## src/rtl/cnn_frame_sequencer.sv

```systemverilog
// cnn_frame_sequencer
// Sequences one CNN inference per host start: streams a WIDTH x HEIGHT
// frame out of a synchronous pixel buffer in raster order, waits for the
// CNN decision, latches it and signals completion with a one-cycle done.
// Abort routes through a FLUSH state that pulses cnn_flush.
// Optional build macro CNN_SEQ_TIMEOUT_EN adds a WAIT watchdog that forces
// result 4'hF / result_err after TIMEOUT_CYCLES without a CNN answer.
module cnn_frame_sequencer #(
    parameter int WIDTH          = 28,
    parameter int HEIGHT         = 28,
    parameter int DATA_BITS      = 32,
    parameter int ADDR_BITS      = 10,
    parameter int FLUSH_CYCLES   = 2,
    parameter int TIMEOUT_CYCLES = 4096
) (
    input  logic                 clk,
    input  logic                 rst,
    input  logic                 start,
    input  logic                 abort,
    input  logic                 pause,
    output logic                 busy,
    output logic                 done,
    output logic [3:0]           result,
    output logic                 result_err,
    output logic                 spurious,
    output logic [15:0]          frame_cnt,
    output logic                 rd_en,
    output logic [ADDR_BITS-1:0] rd_addr,
    input  logic [DATA_BITS-1:0] rd_data,
    output logic                 cnn_in_val,
    output logic [DATA_BITS-1:0] cnn_data_in,
    input  logic                 cnn_out_val,
    input  logic [3:0]           cnn_decision,
    output logic                 cnn_flush
);

    localparam int NPIX = WIDTH * HEIGHT;
    localparam logic [ADDR_BITS-1:0] LAST_ADDR = ADDR_BITS'(NPIX - 1);
    localparam int FC_W = (FLUSH_CYCLES > 1) ? $clog2(FLUSH_CYCLES) : 1;
    localparam logic [FC_W-1:0] FLUSH_LAST = FC_W'(FLUSH_CYCLES - 1);

    localparam logic [2:0] S_IDLE   = 3'd0;
    localparam logic [2:0] S_STREAM = 3'd1;
    localparam logic [2:0] S_WAIT   = 3'd2;
    localparam logic [2:0] S_DONE   = 3'd3;
    localparam logic [2:0] S_FLUSH  = 3'd4;

    logic [2:0]           state_q, state_d;
    logic [ADDR_BITS-1:0] rd_addr_q, rd_addr_d;
    logic                 in_val_q, in_val_d;
    logic [FC_W-1:0]      flush_cnt_q, flush_cnt_d;
    logic [3:0]           result_q, result_d;
    logic [15:0]          frame_cnt_q, frame_cnt_d;
    logic                 done_q, done_d;
    logic                 spurious_q, spurious_d;

`ifdef CNN_SEQ_TIMEOUT_EN
    localparam int TC_W = (TIMEOUT_CYCLES > 1) ? $clog2(TIMEOUT_CYCLES) : 1;
    localparam logic [TC_W-1:0] TO_LAST = TC_W'(TIMEOUT_CYCLES - 1);

    logic [TC_W-1:0] to_cnt_q, to_cnt_d;
    // Set when FLUSH was entered by the watchdog, so FLUSH exits to DONE.
    logic            to_done_q, to_done_d;
    logic            err_q, err_d;
`else
    // Watchdog is not built; the parameter only keeps the interface uniform.
    localparam int unused_timeout_cycles = TIMEOUT_CYCLES;
`endif

    // A read is issued every unpaused STREAM cycle; pause only matters here.
    assign rd_en       = (state_q == S_STREAM) && !pause;
    assign rd_addr     = rd_addr_q;
    assign cnn_in_val  = in_val_q;
    assign cnn_data_in = rd_data;
    assign cnn_flush   = (state_q == S_FLUSH);
    assign busy        = (state_q == S_STREAM) || (state_q == S_WAIT) ||
                         (state_q == S_FLUSH);
    assign done        = done_q;
    assign result      = result_q;
    assign frame_cnt   = frame_cnt_q;
    assign spurious    = spurious_q;
`ifdef CNN_SEQ_TIMEOUT_EN
    assign result_err  = err_q;
`else
    assign result_err  = 1'b0;
`endif

    // Next-state logic: abort outranks everything except reset in STREAM/WAIT.
    always_comb begin
        state_d     = state_q;
        rd_addr_d   = rd_addr_q;
        flush_cnt_d = flush_cnt_q;
        result_d    = result_q;
        frame_cnt_d = frame_cnt_q;
        done_d      = 1'b0;
        // The beat for the read issued in an abort cycle is suppressed.
        in_val_d    = rd_en && !abort;
        spurious_d  = spurious_q | (cnn_out_val && (state_q != S_WAIT));
`ifdef CNN_SEQ_TIMEOUT_EN
        to_cnt_d    = to_cnt_q;
        to_done_d   = to_done_q;
        err_d       = err_q;
`endif
        case (state_q)
            S_IDLE, S_DONE: begin
                if (start) begin
                    state_d   = S_STREAM;
                    rd_addr_d = '0;
                end
            end
            S_STREAM: begin
                if (abort) begin
                    state_d     = S_FLUSH;
                    flush_cnt_d = '0;
                end else if (rd_en) begin
                    rd_addr_d = rd_addr_q + 1'b1;
                    if (rd_addr_q == LAST_ADDR) begin
                        state_d = S_WAIT;
`ifdef CNN_SEQ_TIMEOUT_EN
                        to_cnt_d = '0;
`endif
                    end
                end
            end
            S_WAIT: begin
                if (abort) begin
                    state_d     = S_FLUSH;
                    flush_cnt_d = '0;
                end else if (cnn_out_val) begin
                    result_d    = cnn_decision;
                    frame_cnt_d = frame_cnt_q + 16'd1;
                    state_d     = S_DONE;
                    done_d      = 1'b1;
`ifdef CNN_SEQ_TIMEOUT_EN
                    err_d       = 1'b0;
                end else if (to_cnt_q == TO_LAST) begin
                    result_d    = 4'hF;
                    err_d       = 1'b1;
                    to_done_d   = 1'b1;
                    state_d     = S_FLUSH;
                    flush_cnt_d = '0;
                end else begin
                    to_cnt_d    = to_cnt_q + 1'b1;
`endif
                end
            end
            S_FLUSH: begin
                if (flush_cnt_q == FLUSH_LAST) begin
                    state_d = S_IDLE;
`ifdef CNN_SEQ_TIMEOUT_EN
                    if (to_done_q) begin
                        state_d   = S_DONE;
                        done_d    = 1'b1;
                        to_done_d = 1'b0;
                    end
`endif
                end else begin
                    flush_cnt_d = flush_cnt_q + 1'b1;
                end
            end
            default: state_d = S_IDLE;
        endcase
    end

    // State and datapath registers; reset returns every output to idle values.
    always_ff @(posedge clk or posedge rst) begin
        if (rst) begin
            state_q     <= S_IDLE;
            rd_addr_q   <= '0;
            in_val_q    <= 1'b0;
            flush_cnt_q <= '0;
            result_q    <= 4'h0;
            frame_cnt_q <= 16'd0;
            done_q      <= 1'b0;
            spurious_q  <= 1'b0;
        end else begin
            state_q     <= state_d;
            rd_addr_q   <= rd_addr_d;
            in_val_q    <= in_val_d;
            flush_cnt_q <= flush_cnt_d;
            result_q    <= result_d;
            frame_cnt_q <= frame_cnt_d;
            done_q      <= done_d;
            spurious_q  <= spurious_d;
        end
    end

`ifdef CNN_SEQ_TIMEOUT_EN
    // Watchdog counter, timeout-to-DONE marker and error flag.
    always_ff @(posedge clk or posedge rst) begin
        if (rst) begin
            to_cnt_q  <= '0;
            to_done_q <= 1'b0;
            err_q     <= 1'b0;
        end else begin
            to_cnt_q  <= to_cnt_d;
            to_done_q <= to_done_d;
            err_q     <= err_d;
        end
    end
`endif

endmodule

```

## config.mk

```make
export PLATFORM = sky130hd
export DESIGN_NAME = cnn_frame_sequencer
export DESIGN_NICKNAME = d
export VERILOG_FILES = /design/src/rtl/cnn_frame_sequencer.sv
export SDC_FILE = /design/constraint.sdc
export NUM_CORES = 1
export LEC_CHECK = 0
export ABC_CLOCK_PERIOD_IN_PS = 1500
export CORE_MARGIN = 2
export CORE_UTILIZATION = 35
export CTS_CLUSTER_SIZE = 40
export DETAILED_ROUTE_END_ITERATION = 12
export PLACE_DENSITY = 0.76
export SLEW_MARGIN = 25
export SYNTH_ARGS = -nofsm -noshare
export SYNTH_HDL_FRONTEND = slang
export SYNTH_SLANG_ARGS = --single-unit
```

## constraint.sdc

```tcl
create_clock -name clk -period 1.5 [get_ports clk]
set_input_delay 0.225 -clock clk [delete_from_list [all_inputs] [get_ports clk]]
set_output_delay 0.225 -clock clk [all_outputs]
set_load 0.01 [all_outputs]
```

Word-level counts from Yosys, hierarchy flattened
Index checks and enable logic that the tools add are counted.

word-level totals
  flip-flop bits (word level) = 37
  bits in latches = 0
  memory bits (writable) = 0
  memory bits (read-only) = 0
  input bits = 42
  output and inout bits = 69
  word-level logic and storage cells = 61
  memories = 0

operators by class
  add/sub/neg operators = 3
  multiply operators = 0
  div/mod/pow operators = 0
  order comparisons = 0
  equal/unequal tests = 14
  shift-type cells = 0
  multiplexer cells = 18
  bitwise gates (word level) = 2
  reduce and logical (&&, ||, !) cells = 16

operators with widths
  kind                                           count
  2-to-1 mux 10 bit                              3
  2-to-1 mux 3 bit                               7
  one-hot mux 10 bit (2 select lines)            1
  adder 16 x 1 -> 16 bit, second input constant  1
  one-hot mux 3 bit (4 select lines)             1
  adder 10 x 1 -> 10 bit, second input constant  1
  == test 10 bit, second input constant          1
  == test 3 x 2 -> 1 bit, second input constant  2
  != test 2 bit, second input constant           3
  != test 3 x 2 -> 1 bit, second input constant  2
  != test 3 bit, second input constant           2
  2-to-1 mux 1 bit                               5
  AND reduction 5 bit                            1
  != test 2 x 1 -> 1 bit, second input constant  2
  AND reduction 4 bit                            1
  nonzero test 2 bit                             2
  OR reduction 2 bit                             2
  == test 3 x 1 -> 1 bit, second input constant  1
  == test 3 bit, second input constant           1
  logical AND 1 bit                              3
  zero test 3 bit                                1
  AND reduction 3 bit                            1
  zero test 1 bit                                2
  logical OR 1 bit                               2
  other kinds (5)                                5

Logic depth before layout (Yosys ltp)
Gate-level depths: netlist of the first run.

  depth in word-level cells = 5
  depth in mapped cells = 6
  gate-level depth less buffers = 5

Least setup slack after synthesis of the first run
Ideal clock, no wire load.

  kind = register to register
  start = reg state_q[0]
  end = reg frame_cnt_q[6] (netlist: frame_cnt[6])
  setup time = 79 ps
  arrival time = 1513 ps
  data required time = 1421 ps
  setup slack = -92 ps
  stages on the path, launching flop included = 6
  path buffers = 1
  period minus slack after synthesis = 1592 ps
  path through = dfrtp_1 buf_2 or3b_1 nor3_4 and3_1 xor2_1

between the ends
  longest elaborated chain between the ends = 2

ends and longest elaborated chain
  item                           line  text
  start, declared                48    logic [2:0] state_q, state_d;
  start signal, assigned         177   state_q <= state_d;
  == test 3 x 2 -> 1 bit         104   case (state_q)
  AND reduction 3 bit (no line)  --
  end signal, assigned           182   frame_cnt_q <= frame_cnt_d;
  end, declared                  53    logic [15:0] frame_cnt_q, frame_cnt_d;

No other way between the ends.
A chain may end at the register's enable or synchronous reset.

Worst setup path after layout of the first run
  start = reg state_q[1]
  end = reg rd_addr_q[0] (netlist: rd_addr[0])

between the ends
  longest elaborated chain between the ends = 4
  elaborated cells on any way between the ends = 11
  classes of those cells = eq/ne (5); mux (1); reduce/logical (5)

ends and longest elaborated chain
  item                                                                  line     text
  == test 3 x 2 -> 1 bit (tied with other cells)                        104
  OR reduction 2 bit / logical AND 1 bit (equally long branches)        104, 71
  != test 2 bit (no line) / nonzero test 2 bit (equally long branches)  --
  AND reduction 4 bit (no line)                                         --
  end signal, assigned                                                  178      rd_addr_q <= rd_addr_d;
  end, declared                                                         49       logic [ADDR_BITS-1:0] rd_addr_q, rd_addr_d;

Parallel ways exist; a longest one is shown, timed or not.

==> results of run 1 <==
==> worst max-delay path by stage <==
stage / to / slack (ps) / depth (start not counted)
after floorplan: rd_addr[3] / -8 / 5
after global placement: rd_addr[9] / -430 / 5
after detailed placement: rd_addr[9] / -480 / 5
after CTS: rd_addr[6] / -170 / 5
after global routing: rd_addr[6] / -250 / 6
final: rd_addr[0] / -180 / 7
==> cells by family (layout without fill, tap and decap cells) <==
logic type	Yosys count	count (layout)
buffers and inverters	46	102
adders and majority gates	2	2
xor gates and xnor gates	17	17
DFF	37	37
AOI/OAI and AO/OA	25	26
muxes	3	3
and+or+nand+nor	86	86
other	1	1
==> routing by layer <==
metal	wire, um	track usage, %
met5	0	0
met2	2450	24.9
met4	74	5.42
met3	275	4.00
met1	2070	17.0
==> flip-flops by register name, summed over array words and instances, names as in the netlist <==
signal	flops
frame_cnt	16
rd_addr	10
result	4
state_q	3
cnn_in_val	1
done	1
flush_cnt_q	1
spurious	1
==> metrics by stage <==
stage	TNS, ps	power [mW]
after floorplan	-16.2	1.69
after global placement	-8060	1.99
after detailed placement	-8950	2.01
after CTS	-1810	2.90
after global routing	-3120	3.17
final	-1620	3.02
==> placed cells by master (no fill, tap or decap), types with 2 or more instances in the layout <==
cell,n
nor2_1,5
xnor2_1,13
buf_12,3
and4_1,2
inv_1,6
xor2_1,4
clkdlybuf4s50_1,27
nand4_1,5
dlygate4sd2_1,8
nand2b_1,4
mux2i_1,2
buf_6,5
nor3_1,4
nor4_1,2
buf_4,34
o21a_1,2
buf_2,3
nand3_1,9
o31ai_4,2
a21oi_1,7
nand2_1,29
and3_1,5
clkbuf_8,6
nor3_2,3
nor3b_4,2
o21ai_1,5
or3_1,6
dfrtp_1,36
dlymetal6s2s_1,7
ha_1,2
==> final cells by class <==
class	count	area (um^2)	area share [%]
multi-input cells	135	947	32.4
clock buffers	7	86.3	2.95
clock inverters	1	30.0	1.03
well taps	75	93.8	3.21
flip-flops and latches	37	927	31.7
repair buffers	87	815	27.8
inverters	7	26.3	0.898
==> report_power, final <==
group,leakage [nW],switching (mW),internal (mW)
sequential,0.497,0.0507,1.06
clock,0.0585,0.355,0.542
combinational,0.905,0.507,0.501
==> cell usage after synthesis (all sizes together) (2+ instances only) <==
master,n
mux2i,2
and4,2
dfrtp,37
nand4,5
nor2b,2
xor2,4
and3,6
nor3b,2
inv,7
a21oi,7
nand3,9
or3,6
ha,2
nand2b,4
xnor2,13
o21ai,6
nor4,2
o21a,2
nor3,8
nor2,5
buf,39
nand2,29
==> timing repair <==
item                       CTS  global route
cloned                       0             1
pin swaps                    9            16
resized for setup           29            21
setup endpoints to repair   35            32
buffers inserted             8             8
==> worst register-to-register path: stages, from the launching register on <==
cell and delay, ps:
dfrtp_2 450, buf_4 150, nor4b_4 220, buf_6 160, buf_12 100, o31ai_4 90, buf_4 150, mux2_2 250
==> metrics list, run 1 <==
* Clock tree from TritonCTS: built
- Initial Utilization: 35.6%
- From left edge to right edge, the die measures 81.0 um.
- The synthesized netlist devotes 23.0% of its cell area to simple gates.
- 0 antenna diodes ended up in the layout.
- Total track usage: 14.4%
* Worst endpoint data arrival time: about 1900 ps
- Area share of the largest cell type after synthesis: 44.7%
* Number of standard cells in the final layout excluding fillers: 349
- When the netlist entered floorplanning its net count stood at 261.
- Wire per inst: 14.0 um
* Overall die area: 0.00656 mm^2
- Critical path's top delay family: buffers and inverters
- Adder-cell share of the synthesized area: around 1.2%
* Clock tree sinks: 37
* Beginning of the worst register-to-register path: state_q[1]
- The worst setup path is launched from a register.
* Top cells by area in the synthesized netlist: dfrtp_1 45%, buf_4 12%, xnor2_1 5.5%
- Yosys cell types: 43
- Source of the critical timing path: state_q[1]
- In the synthesized netlist the async set-or-reset flop fraction comes to 100%.
* Yosys reg bits: 37
* Number of maximum-capacitance violations: 0
* Maximum number of pins on one net before global-route repair: 38
- CTS clock-pin slew for the worst setup and hold paths: approximately 80 ps
* Failing checks: negative setup slack
* Worst clock skew on the final layout: 8.78 ps
* Critical R2R Capture: rd_addr[0]
- Site Rows: 28
- Final Util: 50.3%
- Fill cell instance count of the final layout: around 550
- Detailed placement finished with a half-perimeter wire length of 3.34 mm.
- In this run the count of I/O pins placed on the die edge is between 100 and 150.
- After Yosys synthesis, XOR and XNOR cells account for 7.18% of the synthesized area.
- Number of H-tree levels: 2
- After the last flow step, the layout net total stands at 317.
- Number of warnings issued by yosys: 0
- Prior to clock tree synthesis, the placed netlist has a worst setup slack of -476 ps.
- Hold slack final: 274 ps
* Placed cell area: between 0.002 and 0.003 mm^2
- Worst setup path class: reg -> reg
- In this design, the critical path's most frequently occurring cell is buf_4.
- In the synthesized netlist the dominant register cell turns out to be dfrtp_1.
* I/O Buffers: 45
- The number of max-slew violations in the final report is 0.
* Buffer type at the clock tree root: clkbuf_8
- Together, buffers and inverters on the worst path number 4.
* Via count of the first global-routing pass: 1591
- Count of flip-flops with a built-in enable after synthesis: 0
- Number of design rule violations left after detail routing: 0
- The number of placed instances, taps included, is 325.
- Summing the areas of all compound-gate instances in the mapped netlist gives 7.60% of the synthesized area.
- Maximum fanout along the worst path: 6
- Register-to-register setup slack: -180 ps
- Of the cells placed in the final design, the portion with a size suffix greater than 1 is 25.5%.
- Status: finished with violations
* Final RePlAce weighted congestion: 0.842
- CP Cell Sequence: buf_4 > nor4b_4 > buf_6 > buf_12 > o31ai_4 > buf_4 > mux2_2
- The first global-routing pass estimated around 7.2 mm of wire.
- Area growth, synth to finish: 41.1%
- P per Cell Area: about 1000 mW/mm^2
* Design Area, Final: 0.00293 mm^2
* Final-report hold violation count: 0
- Sequential share of the synthesized area: 44.7%
- Worst hold-check path type: in -> async
- Area leader, netlist: dfrtp_1
- The core region is 0.00582 mm^2.
- In the routed layout, each cell is associated on average with a via count of 4.91.
- Final worst-path cycle share: 112%
- For this run, the detailed router's first-pass iteration total came to 4.
- Total Routed Length: 4.87 mm
- Cell with the biggest individual delay on the critical path: dfrtp_2
* # setup viols final: 17
* Iteration-0 DRC count of the detailed router: 60
- Across all setup checks in the final design, the least slack found is -179 ps.
- Number of hold buffers added after CTS: 0
- Count of cells along the worst register-to-register path: 7
- No sink is reached through more buffers than the 2 on the longest clock path.
- Total standard cell area after synthesis: around 0.0021 mm^2
- Post-Synthesis Cells: 217
- Antenna-violating nets left: 0
* Endpoint kind of the worst setup timing path: register
* Max stage delay on crit path: 450 ps
- The initial antenna violation count came to 0.
* Total clock buffers created by CTS: 5
* Minimum clock period after layout: 1680 ps
- Summing over every cut layer, the via total after detailed routing is between 1500 and 2000.
- Total congestion overflow: 0
- A synthesized cell averages 9.55 um^2.
* Largest family of logic cells by synthesized area: simple AND/OR/NAND/NOR gates
- Summed over all cells, the static leakage comes to 1.46 nW.
- The worst-case IR drop observed on VDD is 0.488 mV.
- The die is 81.0 um tall.
* Highest clock rate: 0.596 GHz
- Setup repair after global routing could not meet its margin everywhere.
- The clock reaches the later pin of the worst-skew pair after 290 ps.
* Required time at the endpoint of the critical path: between 1500 and 2000 ps
- In the synthesized netlist, mux cells make up approximately 1.5% of the area.
(Power assumes the default switching activity.)
==> run 2: changes to the inputs <==
--- a/config.mk
+++ b/config.mk
@@ -7,10 +7,11 @@
 export LEC_CHECK = 0
 export ABC_CLOCK_PERIOD_IN_PS = 1500
 export CORE_MARGIN = 2
-export CORE_UTILIZATION = 35
+export CORE_UTILIZATION = 56
 export CTS_CLUSTER_SIZE = 40
 export DETAILED_ROUTE_END_ITERATION = 12
-export PLACE_DENSITY = 0.76
+export DONT_BUFFER_PORTS = 1
+export PLACE_DENSITY = 0.74
 export SLEW_MARGIN = 25
 export SYNTH_ARGS = -nofsm -noshare
 export SYNTH_HDL_FRONTEND = slang
==> metrics list, run 2 (synthesis gave the netlist of run 1 again) <==
- VDD sags by at most 0.660 mV.
* Number of vias per cell: 5.89
- TritonCTS built the clock tree.
* Final-report hold violation count: 0
- Worst endpoint data arrival time: 1960 ps
- Source of the critical timing path: state_q[0]
* Worst clock skew on the final layout: 5.46 ps
* Setup TNS: -3310 ps
* Commonest non-fill, non-tap cells in the layout: 38 x buf_4, 33 x dfrtp_1, 25 x nand2_1
* Initial Utilization: 57.5%
- Critical R2R Capture: frame_cnt[6]
- Detailed routing inserted a total of around 1700 vias.
- RSZ-0062 raised after global routing: yes
* # setup viols final: 26
* Minimum clock period after layout: approximately 1700 ps
* Required time at the endpoint of the critical path: ~1700 ps
* Final Max Slew Viols: 0
- Fraction of final layout cells with drive strength greater than 1: 44.0%
- Number of H-tree levels: 2
* Register-to-register setup slack: -240 ps
* Wire per inst: 19.7 um
- Total clock buffers created by CTS: 5
- The final reports fail on negative setup slack.
- Setup WS post-layout: -239 ps
- Hold Path Cell Cnt: 2
* First-pass GRT wire length: 8.42 mm
- The HPWL after detailed placement is 3.18 mm.
- Number of maximum-capacitance violations: 0
- In this run the worst setup path terminates at frame_cnt[6].
* I/O Buffers: 0
* Worst setup path class: reg -> reg
- Total congestion overflow: 0
- Status: finished with violations
- P per Cell Area: 1250 mW/mm^2
- Hold slack final: 31.2 ps
- After detailed routing, the total wire length is 5.72 mm.
* Final RePlAce weighted congestion: 0.799
- Iteration-0 DRC count of the detailed router: 168
- CTS placed an instance of clkbuf_8 at the clock tree root.
- In this run the count of I/O pins placed on the die edge is between 100 and 150.
- In this run the worst path has a maximum fanout of 6.
- The initial antenna violation count is 0.
- Buffer depth of the longest clock path: 2
- ANT cells: 0
* Endpoint kind of the worst setup timing path: register
- Timing analysis after detailed placement gives a worst setup slack of -231 ps.
- The tightest min-delay check is of the in -> reg type.
* Number of design rule violations left after detail routing: 0
* Clock tree sinks: 37
- After layout, the worst path uses 116% of the clock period.
- Leaving out fill and tap cells, the most frequent cell in the layout is buf_4.
- The die covers between 0.004 and 0.005 mm^2.
- Total track usage: a little over a quarter
- Clock-pin slew was measured on the worst setup and hold paths at around 80 ps.
- Length of the first detailed-routing pass in iterations: 4
- Vertical die dimension: 64.8 um
* Count of cells along the worst register-to-register path: 5
- The number of global-route vias before repair is 1806.
* Maximum number of pins on one net before global-route repair: 38
* Site Rows: 22
* Leak pwr: approximately 1.2 nW
* Highest clock rate: 0.575 GHz
* Layout net count: 286
- Number of standard cells in the final layout excluding fillers: 291
- Source-to-sink clock delay at the later pin of the worst-skew pair: 300 ps
- Including well taps, the total number of placed cells is 260.
- Antenna-violating nets left: 0
* Area growth, synth to finish: 30.5%
- Number of flip-flops in the largest register: 16
- The startpoint identified for the worst register-to-register timing path is state_q[0].
- The die is 64.8 um wide.
* Placeable Area: 0.00361 mm^2
- Startpoint Class: register
[run 2: cell type report]
class | count | area (um^2)
clock buffers | 7 | 96.3
clock inverters | 1 | 5.00
fillers | 225 | 901
inverters | 7 | 30.0
multi-input cells | 135 | 1080
flip-flops and latches | 37 | 931
well taps | 48 | 60.1
repair buffers | 56 | 504
[run 2: per-stage QoR]
step                      total power, mW  utilization (%)  area [um^2]
after global routing                 3.52             75.0         2710
after detailed placement             1.90             59.0         2130
after global placement               1.85             59.0         2130
after CTS                            3.14             70.1         2530
after floorplan                      1.69                -         2090
final                                3.38             75.0         2710
[run 2: worst min path at each step]
stage / startpoint / slack, ps / to
after global placement: rst / 250 / rd_addr[1]
after global routing: cnn_decision[0] / 30 / result[0]
after floorplan: pause / 320 / cnn_in_val
final: cnn_decision[0] / 30 / result[0]
after detailed placement: rst / 260 / result[1]
after CTS: cnn_decision[0] / 40 / result[0]
[run 2: routing by layer]
layer	share of wire [%]	up-vias	GRT usage [%]	wire length (um)
met2	51	76	46.4	2950
met5	0	-	0	0
met3	8.9	15	7.47	508
met4	2.0	0	13.0	116
li1	-	766	-	-
met1	38	856	30.1	2150
[run 2: what timing repair did]
action / in CTS / in global routing
pin swaps: 23 / 21
endpoints found under the hold margin: 37 / 0
hold buffers: 1 / 0
gates resized for setup: 32 / 32
setup buffers: 15 / 7
cloned: 1 / 0
endpoints found under the setup margin: 27 / 36
[run 2: critical path: stages, from the launching register on]
cell	delay, ps
dfrtp_2	450
buf_6	140
or3b_4	410
nor3_4	290
and3_1	220
xor2_1	160
[run 2: power by group]
part	switching (mW)	internal, mW	total [mW]	leakage [nW]
Sequential	0.0690	1.07	1.14	0.492
Clock	0.369	0.415	0.785	0.0542
Combinational	0.684	0.776	1.46	0.695
Total	1.12	2.26	3.38	1.24
==> run 3: changes to the inputs <==
--- a/config.mk
+++ b/config.mk
@@ -6,6 +6,7 @@
 export NUM_CORES = 1
 export LEC_CHECK = 0
 export ABC_CLOCK_PERIOD_IN_PS = 1500
+export CAP_MARGIN = 30
 export CORE_MARGIN = 2
 export CORE_UTILIZATION = 56
 export CTS_CLUSTER_SIZE = 40
==> results of run 3 <==
The final DEF is identical to that of run 2; final timing and power are the same.
